<file path="src/rtl/tile_map_scheduler.sv">
// Rebuilds the double-buffered tile bitmap once per frame tick: clear, power-up, foods, snake, then flip banks.
// One tile RAM write per clock; all outputs registered and aligned with the state they belong to.
module tile_map_scheduler #(
  parameter int unsigned GRID_W    = 32,
  parameter int unsigned GRID_H    = 24,
  parameter int unsigned CW        = 5,
  parameter int unsigned MAX_LEN   = 16,
  parameter int unsigned LOG_LEN   = 5,
  parameter int unsigned MAX_FOODS = 4,
  parameter int unsigned LOG_FOODS = 3,
  parameter int unsigned AW        = 10
) (
  input  logic                    clk,
  input  logic                    rst,
  input  logic                    frame_tick,
  input  logic [MAX_LEN*CW-1:0]   snake_x,
  input  logic [MAX_LEN*CW-1:0]   snake_y,
  input  logic [LOG_LEN-1:0]      len,
  input  logic [MAX_FOODS*CW-1:0] food_x,
  input  logic [MAX_FOODS*CW-1:0] food_y,
  input  logic [LOG_FOODS-1:0]    num_foods,
  input  logic                    pu_valid,
  input  logic                    pu_fast,
  input  logic [CW-1:0]           pu_x,
  input  logic [CW-1:0]           pu_y,
  output logic                    wr_en,
  output logic                    wr_bank,
  output logic [AW-1:0]           wr_addr,
  output logic [2:0]              wr_data,
  output logic                    disp_bank,
  output logic                    busy,
  output logic                    done,
  output logic                    overrun
);

  localparam int unsigned NTILES = GRID_W * GRID_H;
  localparam int unsigned SIW    = $clog2(MAX_LEN);
  localparam int unsigned FIW    = $clog2(MAX_FOODS);

  typedef enum logic [2:0] {IDLE, CLEAR, PU, FOOD, SNAKE, DONE} state_t;

  state_t                  state, state_n;
  logic [AW-1:0]           cnt, cnt_n;
  logic                    start;
  logic                    pending;
  logic [MAX_LEN*CW-1:0]   snake_x_l, snake_y_l;
  logic [MAX_FOODS*CW-1:0] food_x_l, food_y_l;
  logic [LOG_LEN-1:0]      len_l;
  logic [LOG_FOODS-1:0]    nf_l;
  logic                    pu_valid_l, pu_fast_l;
  logic [CW-1:0]           pu_x_l, pu_y_l;

  logic                    wr_en_n;
  logic [AW-1:0]           wr_addr_n;
  logic [2:0]              wr_data_n;
  logic [CW-1:0]           sel_x, sel_y;

  // Next state, entry index, and the write that belongs to the entered state.
  always_comb begin
    state_n   = state;
    cnt_n     = cnt;
    start     = frame_tick | pending;
    wr_en_n   = 1'b0;
    wr_addr_n = '0;
    wr_data_n = 3'd0;
    sel_x     = '0;
    sel_y     = '0;

    case (state)
      IDLE: begin
        if (start) begin
          state_n = CLEAR;
          cnt_n   = '0;
        end
      end
      CLEAR: begin
        if (32'(cnt) == NTILES - 1) begin
          state_n = PU;
          cnt_n   = '0;
        end else begin
          cnt_n = cnt + AW'(1);
        end
      end
      PU: begin
        cnt_n = '0;
        if (nf_l != '0)       state_n = FOOD;
        else if (len_l != '0) state_n = SNAKE;
        else                  state_n = DONE;
      end
      FOOD: begin
        if (32'(cnt) + 1 >= 32'(nf_l)) begin
          cnt_n   = '0;
          state_n = (len_l != '0) ? SNAKE : DONE;
        end else begin
          cnt_n = cnt + AW'(1);
        end
      end
      SNAKE: begin
        if (32'(cnt) + 1 >= 32'(len_l)) begin
          cnt_n   = '0;
          state_n = DONE;
        end else begin
          cnt_n = cnt + AW'(1);
        end
      end
      DONE:    state_n = IDLE;
      default: state_n = IDLE;
    endcase

    case (state_n)
      CLEAR: begin
        wr_en_n   = 1'b1;
        wr_addr_n = cnt_n;
      end
      PU: begin
        sel_x     = pu_x_l;
        sel_y     = pu_y_l;
        wr_en_n   = pu_valid_l;
        wr_data_n = pu_fast_l ? 3'd4 : 3'd3;
      end
      FOOD: begin
        sel_x     = food_x_l[int'(cnt_n[FIW-1:0]) * CW +: CW];
        sel_y     = food_y_l[int'(cnt_n[FIW-1:0]) * CW +: CW];
        wr_en_n   = 1'b1;
        wr_data_n = 3'd2;
      end
      SNAKE: begin
        sel_x     = snake_x_l[int'(cnt_n[SIW-1:0]) * CW +: CW];
        sel_y     = snake_y_l[int'(cnt_n[SIW-1:0]) * CW +: CW];
        wr_en_n   = 1'b1;
        wr_data_n = 3'd1;
      end
      default: ;
    endcase

    // Off-grid entries keep their cycle but never reach the RAM.
    if (state_n == PU || state_n == FOOD || state_n == SNAKE) begin
      wr_en_n   = wr_en_n && (32'(sel_x) < GRID_W) && (32'(sel_y) < GRID_H);
      wr_addr_n = AW'(32'(sel_y) * GRID_W + 32'(sel_x));
    end
  end

  always_ff @(posedge clk or posedge rst) begin
    if (rst) begin
      state      <= IDLE;
      cnt        <= '0;
      wr_en      <= 1'b0;
      wr_addr    <= '0;
      wr_data    <= 3'd0;
      wr_bank    <= 1'b1;
      disp_bank  <= 1'b0;
      busy       <= 1'b0;
      done       <= 1'b0;
      overrun    <= 1'b0;
      pending    <= 1'b0;
      snake_x_l  <= '0;
      snake_y_l  <= '0;
      food_x_l   <= '0;
      food_y_l   <= '0;
      len_l      <= '0;
      nf_l       <= '0;
      pu_valid_l <= 1'b0;
      pu_fast_l  <= 1'b0;
      pu_x_l     <= '0;
      pu_y_l     <= '0;
    end else begin
      state   <= state_n;
      cnt     <= cnt_n;
      wr_en   <= wr_en_n;
      wr_addr <= wr_addr_n;
      wr_data <= wr_data_n;
      busy    <= (state_n != IDLE);
      done    <= (state_n == DONE);

      if (state == DONE) begin
        disp_bank <= ~disp_bank;
        wr_bank   <= disp_bank;
      end

      // Snapshot on start; ticks arriving while busy queue one rebuild, further ones are lost.
      if (state == IDLE) begin
        if (start) begin
          snake_x_l  <= snake_x;
          snake_y_l  <= snake_y;
          food_x_l   <= food_x;
          food_y_l   <= food_y;
          len_l      <= (32'(len) > MAX_LEN) ? LOG_LEN'(MAX_LEN) : len;
          nf_l       <= (32'(num_foods) > MAX_FOODS) ? LOG_FOODS'(MAX_FOODS) : num_foods;
          pu_valid_l <= pu_valid;
          pu_fast_l  <= pu_fast;
          pu_x_l     <= pu_x;
          pu_y_l     <= pu_y;
          pending    <= 1'b0;
          if (frame_tick && pending) overrun <= 1'b1;
        end
      end else if (frame_tick) begin
        if (pending) overrun <= 1'b1;
        else         pending <= 1'b1;
      end
    end
  end

endmodule

</file>
<file path="config.mk">
export PLATFORM = sky130hd
export DESIGN_NAME = tile_map_scheduler
export DESIGN_NICKNAME = d
export VERILOG_FILES = /design/src/rtl/tile_map_scheduler.sv
export SDC_FILE = /design/constraint.sdc
export NUM_CORES = 1
export LEC_CHECK = 0
export CAP_MARGIN = 25
export CELL_PAD_IN_SITES_DETAIL_PLACEMENT = 1
export CELL_PAD_IN_SITES_GLOBAL_PLACEMENT = 1
export CORE_UTILIZATION = 30
export CTS_CLUSTER_DIAMETER = 120
export CTS_CLUSTER_SIZE = 12
export DETAILED_ROUTE_END_ITERATION = 16
export PLACE_DENSITY_LB_ADDON = 0.1
export SLEW_MARGIN = 20
export SYNTH_ARGS = -nofsm -noshare
export SYNTH_HDL_FRONTEND = slang
export SYNTH_SLANG_ARGS = --single-unit
</file>
<file path="constraint.sdc">
create_clock -name clk -period 8 [get_ports clk]
set_clock_uncertainty 0.15 [all_clocks]
set_input_delay 1.2 -clock clk [delete_from_list [all_inputs] [get_ports clk]]
set_output_delay 1.2 -clock clk [all_outputs]
set_load 0.02 [all_outputs]
</file>
Yosys cells after proc, flatten, opt, wreduce, memory -nomap -nowiden
Cells that the tools add are included.

storage, ports and cells
  bits in registers = 253
  input bits = 223
  output and inout bits = 19
  word-level logic and storage cells = 94

cells by class
  $add $sub $neg = 3
  multiply operators = 2
  $lt $le $gt $ge = 5
  eq/ne operators = 13
  shift-type cells = 4
  muxes and demuxes = 30
  bitwise gates (word level) = 2
  reduce and logical (&&, ||, !) cells = 14

operators with widths
  kind                   number
  $shiftx 80x8->5        2
  $mux 10                6
  $pmux 10 s5            1
  $shiftx 20x6->5        2
  $ge 32x3->1            1
  $pmux 5 s3             2
  $mux 3                 7
  $pmux 3 s5             1
  $eq 3x2->1 const B     4
  $eq 3x3->1 const B     4
  $add 10x1->11 const B  1
  $ge 11x5->1            1
  $add 10x1->10 const B  1
  $add 10x5->10          1
  $eq 10x10->1 const B   1
  $mux 1                 10
  $pmux 3 s3             1
  $mul 4x3->7 const B    1
  $eq 3x1->1 const B     2
  $reduce_bool 3->1      2
  $gt 5x5->1 const B     1
  $lt 5x5->1 const B     1
  $mul 2x3->5 const B    1
  $mux 5                 1
  14 further kinds       18

Depth between registers and ports, before layout
  depth in word-level cells = 10
  gate-level depth with buffers = 19

Worst setup path before layout
Ideal clock, no wire load.

  kind = flip-flop to flip-flop
  start point = reg cnt[0]
  end point = reg wr_addr[9]
  arrival = 3.739 ns
  required time = 7.718 ns
  slack = 3.980 ns
  stages on the path, launching flop included = 16
  buffers on the path = 1
  path through = dfrtp_1 ha_1 clkbuf_1 xnor2_1 inv_1 ha_1 a2111oi_0 o21a_1 o211ai_1 a221oi_2 nor2_1 inv_2 mux2_2 o31a_1 a32o_1 or3b_1

on the way
  word-level cells in the longest chain between the ends = 9
  elaborated cells on any way between the ends = 31
  those cells by class = add/sub (3); mul (2); order compare (2); eq/ne (5); shift (4); mux (13); reduce/logical (2)

RTL lines
  item                                        line    text
  start, declared                             43      logic [AW-1:0] cnt, cnt_n;
  start signal, assigned                      168     cnt <= cnt_n;
  $add 10x1->11                               91, 99
  $ge 32x3->1 or $ge 11x5->1 (tied branches)  91, 99
  $mux 10, on equally long branches           91, 99
  $pmux 10 s5                                 69      case (state)
  $mul 4x3->7 or $mul 2x3->5 (tied branches)  -
  $shiftx 80x8->5 (tied with other cells)     129     sel_y = snake_y_l[int'(cnt_n[SIW-1:0]) * CW +: CW];
  $pmux 5 s3                                  110     case (state_n)
  $add 10x5->10                               139     wr_addr_n = AW'(32'(sel_y) * GRID_W + 32'(sel_x));
  $mux 10 (*)                                 137     if (state_n == PU || state_n == FOOD || state_n == SNAKE) begin
  net wr_addr_n[9]                            54      logic [AW-1:0] wr_addr_n;
  end signal, assigned                        170     wr_addr <= wr_addr_n;
  end, declared                               28      output logic [AW-1:0] wr_addr,

The timed path passes the listed nets; every way through them passes the cells marked *.
A chain may end at the register's enable or synchronous reset.

Worst setup path after layout
Ends and elaborated chain as after synthesis.

==> run metrics <==
Hold Vio Cnt, Final 0; total negative slack 0 ns; synthesized net count approximately 1.7k; initial drt markers a little under 600; H-tree depth 1; Die Span Y between 200 and 250 um; worst hold stages 2; synthesized netlist cell count 1462; Area Growth Syn to Fin 29.6%; max-slew violation count 0; Worst path slowest cell clkinv_1; layout net count approximately 1.9k; CP Capture Type flip-flop; Syn Area/Cell around 8 um2; layout cells sized above 1 around 4.7%; largest net degree at the start of global routing between 100 and 150; Async SR Flop Fraction between 90% and 100%; Finished Layout Cells around 2.2k; first-pass GRT wire length 66600 um; Seq/Total Area, Yosys ~53%; required time worst endpoint between 8 and 9 ns; final HPWL from detailed placement 30200 um; final hold slack ~0.31 ns; Starting Density between 30% and 40%; Mapped Area about 12000 um2; final core occ 39.4%; crit path DAT 6.16 ns; number of synthesized flops with an enable pin 0; clock transition at the registers of the reported paths approximately 0.070 ns; Synth top cells by count 766 x nand2_1, 252 x dfrtp_1, 69 x clkbuf_1; kind of critical path reg -> reg; VDD IR max approximately 0.00015 V; Lkg Pwr between 7 and 8 nW; die area 40900 um2; total global routing overflow 0; RD Place Congestion roughly 0.84; Tot Pwr roughly 2.5 mW; Tcrit/Tclk final between 70 and 80%; ANT nets after route 0; CP Launch Type flip-flop; CP Depth 15; CTS buffer count 25; Vias per Instance 4.94; status completed; Max FO, Critical Path 32; Most used DFF post-synth dfrtp_1; Final Instance Area 15600 um2; Clk Latency, worst-skew pair ~0.54 ns; DRC viols 0; Synth area leader dfrtp_1; Tmin final between 5 and 6 ns; CP cell instances ha_1, xnor2_1, inv_1, ha_1, o21a_1, nor2_1, or3_1, o211ai_1, a22o_2, o21a_2, clkinv_1, a2111oi_0, a2111oi_0, a32o_1, or3b_1; Worst Max-Slew Pin Slew 1.01 ns; row count 73; top-count cell post-synth nand2_1; pre-CTS WS 2.16 ns; Distinct cells, synth approximately 70; Core ar. about 40000 um2; worst min-delay path class reg -> reg; CP bufs+invs 2; clk sinks around 250; placed insts roughly 2.2k; Hold Buf Count CTS 0; RSZ-0062 raised after global routing no; Worst R2R Path Depth 15; post-cts sizing count 0; initial antenna violation count 1; Max-Cap Viols 0; WL/cell slightly below 20 um; # IOs between 200 and 250; CP delay by family, top compound AO/OA/AOI/OAI gates; PwrDens around 160 nW/um2; placed cell area ~15000 um2; final setup fails 0; CP peak stage delay about 0.80 ns; Die Wd between 200 and 250 um; Port Buf Inserts 241; CTS max path bufs 3; yosys warns 0; TritonCTS clock tree done; Root Driver clkbuf_16; Total GRT Usage about a fifth; ranking of synthesized cells by area dfrtp_1 52%, nand2_1 24%, clkbuf_1 2.2%; Synth top area share a little over half; final setup margin roughly 2.1 ns; first drt pass iteration count 5; number of synthesized register bits ~250; wirelength, routed between 40000 and 50000 um; max_slew headroom between 30% and 40%; vias in the first global route 11.5k; total of fill cells in the finished design between 4k and 5k; Fmax 0.170 GHz; vias roughly 11k; setup bufs post-CTS 0
layer usage:
| layer | vias up | share of wire, % | wire (um) | track usage (%) |
|---|---|---|---|---|
| met3 | 54 | 3.7 | 1590 | 2.47 |
| met2 | 240 | 50 | 21400 | 36.4 |
| met1 | 5369 | 44 | 19000 | 27.6 |
| met5 | - | 0 | 0 | 0 |
| li1 | 5182 | - | - | - |
| met4 | 0 | 2.2 | 930 | 5.53 |
final cells by class:
type	instances	area [um2]	area share, %
sequential	253	6330	40.6
multi-input combinational	1103	5290	33.9
timing repair buffer	262	2590	16.6
tap	525	657	4.21
clock buffer	33	656	4.20
inverter	15	61.3	0.393
clock inverter	2	20.0	0.128
antenna	1	2.50	0.0160
state kept, by name, summed over array words and instances, names as in the netlist, 3 cells and up:
signal	cells
wr_addr	10
state	3
pu_x_l	5
food_y_l	20
snake_y_l	80
cnt	10
nf_l	3
wr_data	3
pu_y_l	5
food_x_l	20
snake_x_l	80
len_l	5
cells by family after synthesis:
group	after synthesis	share of synthesized area, %
AOI/OAI and AO/OA	185	11.1
DFF	253	52.6
muxes	12	1.25
xor gates and xnor gates	8	0.582
adders and majority gates	8	0.832
buffers and inverters	106	3.72
and+or+nand+nor	890	29.9
power by group:
part	switching, mW	leakage (nW)	internal (mW)
sequential	0.0000000000000000501	3.47	1.28
clock	0.505	0.328	0.569
combinational	0.0442	3.78	0.0971
total	0.549	7.57	1.94
cell usage in the layout, fill, tap and decap left out, types with 9 or more instances in the layout:
cell type and count:
o211ai_1 9, o21ai_0 29, clkdlybuf4s50_1 241, a211oi_1 33
buf_4 19, clkbuf_16 25, nand3_1 25, a21oi_1 21
nor3_1 10, and3_1 18, nor2_1 18, a311oi_1 23
dfrtp_1 252, a31oi_1 10, a2111oi_0 11, inv_1 11
nand2_1 766
final timing paths:
check,slack (ns),endpoint,start
min reg2reg,0.31,snake_x_l[62],snake_x_l[62]
min,0.31,snake_x_l[62],snake_x_l[62]
max,2.11,wr_addr[9],cnt[0]
max in group asynchronous,5.26,snake_y_l[19],rst
max reg2reg,2.11,wr_addr[9],cnt[0]
min in group asynchronous,1.07,disp_bank,rst
tightest hold or removal path, cell delays in order (launching register included):
cell and delay, ns:
dfrtp_1 0.33, nand2_1 0.05, nand2_1 0.05
(Power assumes the default switching activity.)
